### src/rtl/vga_timing_gen.sv
// vga_timing_gen: free-running raster timing generator (pixel/line counters, sync, blanking).
// Optional one-cycle start-of-vblank strobe when VGA_TIMING_FRAME_TICK_EN is defined.
module vga_timing_gen #(
  parameter int H_ACTIVE = 1024,
  parameter int H_FP     = 24,
  parameter int H_SYNC   = 136,
  parameter int H_BP     = 160,
  parameter int V_ACTIVE = 768,
  parameter int V_FP     = 3,
  parameter int V_SYNC   = 6,
  parameter int V_BP     = 29
) (
  input  logic        pclk,
  input  logic        rst,
  output logic [10:0] hcount_out,
  output logic [10:0] vcount_out,
  output logic        hsync_out,
  output logic        vsync_out,
  output logic        hblnk_out,
  output logic        vblnk_out
`ifdef VGA_TIMING_FRAME_TICK_EN
  ,
  output logic        frame_tick
`endif
);

  localparam int H_TOTAL = H_ACTIVE + H_FP + H_SYNC + H_BP;
  localparam int V_TOTAL = V_ACTIVE + V_FP + V_SYNC + V_BP;

  localparam logic [10:0] H_LAST       = 11'(H_TOTAL - 1);
  localparam logic [10:0] H_BLNK_START = 11'(H_ACTIVE);
  localparam logic [10:0] H_SYNC_START = 11'(H_ACTIVE + H_FP);
  localparam logic [10:0] H_SYNC_END   = 11'(H_ACTIVE + H_FP + H_SYNC - 1);
  localparam logic [10:0] V_LAST       = 11'(V_TOTAL - 1);
  localparam logic [10:0] V_BLNK_START = 11'(V_ACTIVE);
  localparam logic [10:0] V_SYNC_START = 11'(V_ACTIVE + V_FP);
  localparam logic [10:0] V_SYNC_END   = 11'(V_ACTIVE + V_FP + V_SYNC - 1);

  generate
    if (H_TOTAL > 2048 || V_TOTAL > 2048) begin : g_size_check
      $error("vga_timing_gen: H_TOTAL/V_TOTAL exceed 11-bit counter range");
    end
  endgenerate

  logic [10:0] h_next;
  logic [10:0] v_next;
  logic        hsync_next;
  logic        vsync_next;
  logic        hblnk_next;
  logic        vblnk_next;

  // Flags are decoded from the next counter values so they register alongside the counters.
  always_comb begin
    h_next = hcount_out + 11'd1;
    v_next = vcount_out;
    if (hcount_out == H_LAST) begin
      h_next = '0;
      v_next = (vcount_out == V_LAST) ? '0 : vcount_out + 11'd1;
    end
    hblnk_next = (h_next >= H_BLNK_START);
    hsync_next = (h_next >= H_SYNC_START) && (h_next <= H_SYNC_END);
    vblnk_next = (v_next >= V_BLNK_START);
    vsync_next = (v_next >= V_SYNC_START) && (v_next <= V_SYNC_END);
  end

  always_ff @(posedge pclk) begin
    if (!rst) begin
      hcount_out <= '0;
      vcount_out <= '0;
      hsync_out  <= 1'b0;
      vsync_out  <= 1'b0;
      hblnk_out  <= 1'b0;
      vblnk_out  <= 1'b0;
    end else begin
      hcount_out <= h_next;
      vcount_out <= v_next;
      hsync_out  <= hsync_next;
      vsync_out  <= vsync_next;
      hblnk_out  <= hblnk_next;
      vblnk_out  <= vblnk_next;
    end
  end

`ifdef VGA_TIMING_FRAME_TICK_EN
  logic frame_tick_next;

  assign frame_tick_next = (h_next == '0) && (v_next == V_BLNK_START);

  always_ff @(posedge pclk) begin
    if (!rst) begin
      frame_tick <= 1'b0;
    end else begin
      frame_tick <= frame_tick_next;
    end
  end
`endif

endmodule

### config.mk
export PLATFORM = sky130hd
export DESIGN_NAME = vga_timing_gen
export DESIGN_NICKNAME = d
export VERILOG_FILES = /design/src/rtl/vga_timing_gen.sv
export SDC_FILE = /design/constraint.sdc
export NUM_CORES = 1
export LEC_CHECK = 0
export ABC_AREA = 1
export BUFFER_PORTS_ARGS = -buffer_cell sky130_fd_sc_hd__buf_2
export CAP_MARGIN = 20
export CORE_AREA = 2 2 61 63
export CTS_CLUSTER_DIAMETER = 150
export CTS_CLUSTER_SIZE = 10
export DETAILED_ROUTE_END_ITERATION = 8
export DIE_AREA = 0 0 63 65
export PLACE_DENSITY = 0.66
export SYNTH_ARGS = -nofsm -noshare
export SYNTH_HDL_FRONTEND = slang
export SYNTH_SLANG_ARGS = --single-unit
### constraint.sdc
create_clock -name pclk -period 3.36 [get_ports pclk]
set_input_delay 0.336 -clock pclk [delete_from_list [all_inputs] [get_ports pclk]]
set_output_delay 0.336 -clock pclk [all_outputs]
set_load 0.1 [all_outputs]
Word-level counts from Yosys, hierarchy flattened
Index checks and enable logic that the tools add are counted.
Word-level totals
  register bits: 26
  input port bits: 2
  output and inout port bits: 26
  word-level logic and storage cells: 21
Cells by class
  add/subtract/negate cells: 2
  order comparisons: 6
  equality and inequality tests: 2
  mux-type cells: 3
  reduce and logical (&&, ||, !) cells: 2
Operators with widths (number)
  two-way mux 11 bit: 3
  adder 11 x 1 -> 11 bit (second input constant): 2
  greater-or-equal comparator 11 x 10 -> 1 bit (second input constant): 2
  greater-or-equal comparator 11 bit (second input constant): 2
  equality test 11 x 10 -> 1 bit (second input constant): 1
  equality test 11 bit (second input constant): 1
  <= comparator 11 x 10 -> 1 bit (second input constant): 1
  <= comparator 11 bit (second input constant): 1
  logical AND 1 bit: 2

Logic depth before layout (Yosys ltp)
  word-level depth: 5
  gate-level depth with buffers: 13
  depth with buffers taken out: 13

Least setup slack after synthesis
OpenSTA, ideal clock, no wires.
  path type: reg2reg
  from: register hcount_out[0]
  to: register vsync_out
  library setup time: 0.109 ns
  data arrival time: 2.288 ns
  data required time: 3.251 ns
  slack: 0.963 ns
  stages on the path, launching flop included: 13
  buffers on the path: 0
  clock period less this slack: 2.397 ns
  path through: dfxtp_1 ha_1 nand2_2 nor2_4 nand2_4 nor2_8 nand3_1 nand3_1 nand2_1 nand2_1 nand2_1 nand2_1 inv_1
On the way
  longest elaborated chain between the ends: 4
  elaborated cells on any way between the ends: 5
  classes of those cells: 2 x order compare; 1 x eq/ne; 1 x mux; 1 x reduce/logical
RTL lines
  start, declared: line 15  | output logic [10:0] hcount_out,
  start signal, assigned: line 75  | hcount_out <= h_next;
  equality test 11 bit *: line 56  | if (hcount_out == H_LAST) begin
  two-way mux 11 bit *: line 56
  greater-or-equal comparator 11 x 10 -> 1 bit / <= comparator 11 x 10 -> 1 bit (equally long branches): line 63  | vsync_next = (v_next >= V_SYNC_START) && (v_next <= V_SYNC_END);
  logical AND 1 bit *: line 63
  end signal, assigned: line 78  | vsync_out <= vsync_next;
  end, declared: line 18  | output logic vsync_out,
Mark *: on every way between the ends. The rest lies on a longest branch, timed or not.
A chain may end at the register's enable or synchronous reset.

Worst setup path in the final report
Ends and elaborated chain as after synthesis.

==> summary.txt <==
Clocking
  • H-tree depth: 1
  • TritonCTS clock tree: done
  • # clock sinks: 26
  • Post-CTS Setup Repair Bufs: 0
  • Root Buffer: clkbuf_4
  • CTS hold repair buffers: 0
  • CTS clk-pin slew, worst paths: 0.12 ns
  • Num CTS Buffers: 3
  • Post-cts resize count: 0
  • Clk buf depth: 2
  • Clk Latency, worst-skew pair: 0.30 ns

Floorplan
  • Die width: 63 µm
  • Initial core utilization: 43.2%
  • Row Count: 22
  • Core area: 3500 µm²
  • Io pins: 28
  • Die Footprint: 4100 µm²
  • Die Height: 65 µm

Finish
  • Fill cells: 383
  • Final Util: 49.1%
  • Antenna diode instance count: 0
  • # nets final: 270
  • Layout cells sized above 1: 17.9%
  • Area growth syn-to-layout: 13.6%

Global routing
  • First-pass GRT wire length: 5390 µm
  • Total track usage: 16.5%
  • Largest net degree at the start of global routing: 21
  • Antenna violations before repair: 0
  • GRT overflow: 0
  • Vias in the first global route: 1293

Worst hold path
  • Worst min path class: in2reg
  • Hold EP: vcount_out[9]
  • HP Start: rst
  • Hold Path Stages: 3

Timing
  • Unrepaired setup endpoints after global routing: false
  • Rel. slew slack: 58.1%
  • Tcrit/Tclk final: 54.5%
  • Fmax: 546 MHz
  • Layout Skew: 0.00101 ns
  • Minimum clock period: 1.83 ns
  • Setup TNS: 0 ns
  • Worst hold slack: 0.361 ns
  • Max-slew violations: 0
  • Slew @ Worst Pin: 0.627 ns
  • Final hold vios: 0
  • Final setup vio count: 0

Run
  • Max-cap violation count: 0

Synthesis
  • Synth Area per Inst: 6.43 µm²
  • Synthesized flop and latch total: 26
  • Synth Instances: 235
  • Proportion of netlist area held by the largest area contributor: 34.5%
  • Synthesized area: 1510 µm²
  • Most common cell in the netlist: nand2_1
  • Post-synthesis cell type count: 24
  • Register area share after synthesis: 34.5%
  • Area contributors post-synth: dfxtp_1 34%, nand2_1 16%, nor2_1 11%, nand3_1 8.9%, inv_1 7.5%
  • Post-synth EDFFs: 0
  • Top cells by count, synth: 63 x nand2_1, 44 x nor2_1, 30 x inv_1
  • Most frequently used flop master after synthesis: dfxtp_1
  • Syn_nets: 241
  • Async S/R FF share, synth: 0%
  • Synth Warn #: 0
  • Cell taking the most area after synthesis: dfxtp_1

Critical path
  • Max incr delay on CP: 0.42 ns
  • CP max stage cell: dfxtp_1
  • Cells along the critical path: ha_1, nand3_1, nor3_2, nand4_1, nand2_1, inv_1, nand2_1, nand2_1, nand2_1, inv_1
  • Startpoint type of the worst setup path: register
  • Buf/Inv on CP: 2
  • CP startpoint: hcount_out[0]
  • Critical Path Sink Type: register
  • RR Startpoint: hcount_out[0]
  • RR Endpoint: vsync_out
  • Crit path max-delay family: simple AND/OR/NAND/NOR gates
  • Top cell by count, worst path: nand2_1
  • Critical path depth: 10
  • R2R depth: 10
  • Flop2flop setup slack: 1.53 ns
  • Crit path kind: reg2reg
  • Worst EP arrival: 2.05 ns
  • Critical Path RT: 3.58 ns
  • Max FO, Critical Path: 6

Pwr
  • Power Density: 278 nW/µm²
  • Sw power: 0.117 mW
  • Sw Share: 24.5%
  • Leak: 0.846 nW
  • Combinational share of power: 8.4%
  • Reg power frac: 66.1%
  • Pint: 0.360 mW
  • Clk pwr share: 25.5%
  • Worst VDD drop: 224 µV

Status
  • Status: completed

Drt
  • 1st-pass router iterations: 4
  • DR top layer: met4
  • DR vias/cell: 4.65
  • Routed wire length: 3260 µm
  • Via count: 1443
  • Detail Route met3 WL: 140 µm
  • Routed len/inst: 10.5 µm
  • Antenna Nets Post-Route: 0
  • Routed wl met2: 1560 µm
  • Starting DRT DRC Count: 82
  • M1 WL: 1550 µm
  • DRC Markers: 0

Placement
  • Dpl hpwl: 2600 µm
  • IO Port Bufs: 27
  • GP Congestion: 0.819
==> worst max path at each step <==
stage,to,slack (ns)
2_1_floorplan,vsync_out,0.96
3_3_place_gp,vsync_out,1.53
5_1_grt,vsync_out,1.34
4_1_cts,vsync_out,1.50
3_5_place_dp,vsync_out,1.52
6_report,vsync_out,1.53
==> registers in the layout, summed over array words and instances (netlist names) <==
register,cells
vblnk_out,1
vcount_out,11
hcount_out,11
vsync_out,1
hblnk_out,1
hsync_out,1
==> metrics by stage <==
stage | setup WS (ns) | cell area [µm²] | std cells | power, mW
finish | 1.53 | 1720 | 310 | 0.476
CTS | 1.50 | 1720 | 310 | 0.486
global route | 1.34 | 1720 | 310 | 0.504
global placement | 1.53 | 1690 | 307 | 0.362
floorplan | 0.963 | 1510 | 235 | 0.356
detailed placement | 1.52 | 1690 | 307 | 0.362
==> placed cells by master, fill, tap and decap left out, types with 3 or more instances in the layout <==
master and n:
a21oi_1 4, buf_2 27, clkbuf_4 3, dfxtp_1 26, ha_1 4, inv_1 30, nand2_1 63, nand2_2 5
nand3_1 27, nand4_1 3, nor2_1 44, nor2_2 4, o21ai_0 3, xor2_1 5
==> cell families after synthesis <==
kind of cell	after synthesis	synth area share (%)
AO/OA/AOI/OAI	9	3.15
XOR/XNOR	7	4.06
adder cells (fa/ha/maj)	4	3.31
buffers and inverters	35	8.78
flip-flops	26	34.5
AND/OR/NAND/NOR	154	46.2
==> worst min-delay path: stages <==
cell and delay, ns:
buf_2 0.11, nand2_1 0.13, nor2_4 0.06
==> layout make-up <==
type	count	area, µm²	share of cell area, %
clock buffer	3	22.5	1.31
inverter	32	120	7.00
multi-input combinational	174	857	50.0
sequential	26	520	30.3
tap	48	60.1	3.50
timing repair buffer	27	135	7.88
==> per-layer routing <==
metal | up-vias | GRT usage (%)
met5 | - | 0
met4 | 0 | 5.00
met3 | 2 | 2.26
met2 | 35 | 30.2
met1 | 623 | 20.0
li1 | 783 | -
==> power groups by stage <==
stage                     Combinational (mW)  Clock, mW  Sequential, mW
after global routing                  0.0418      0.146           0.316
after floorplan                       0.0119          0           0.344
final                                 0.0400      0.121           0.315
after CTS                             0.0405      0.131           0.315
after global placement                0.0403          0           0.322
after detailed placement              0.0404          0           0.322
(Power assumes the default switching activity.)
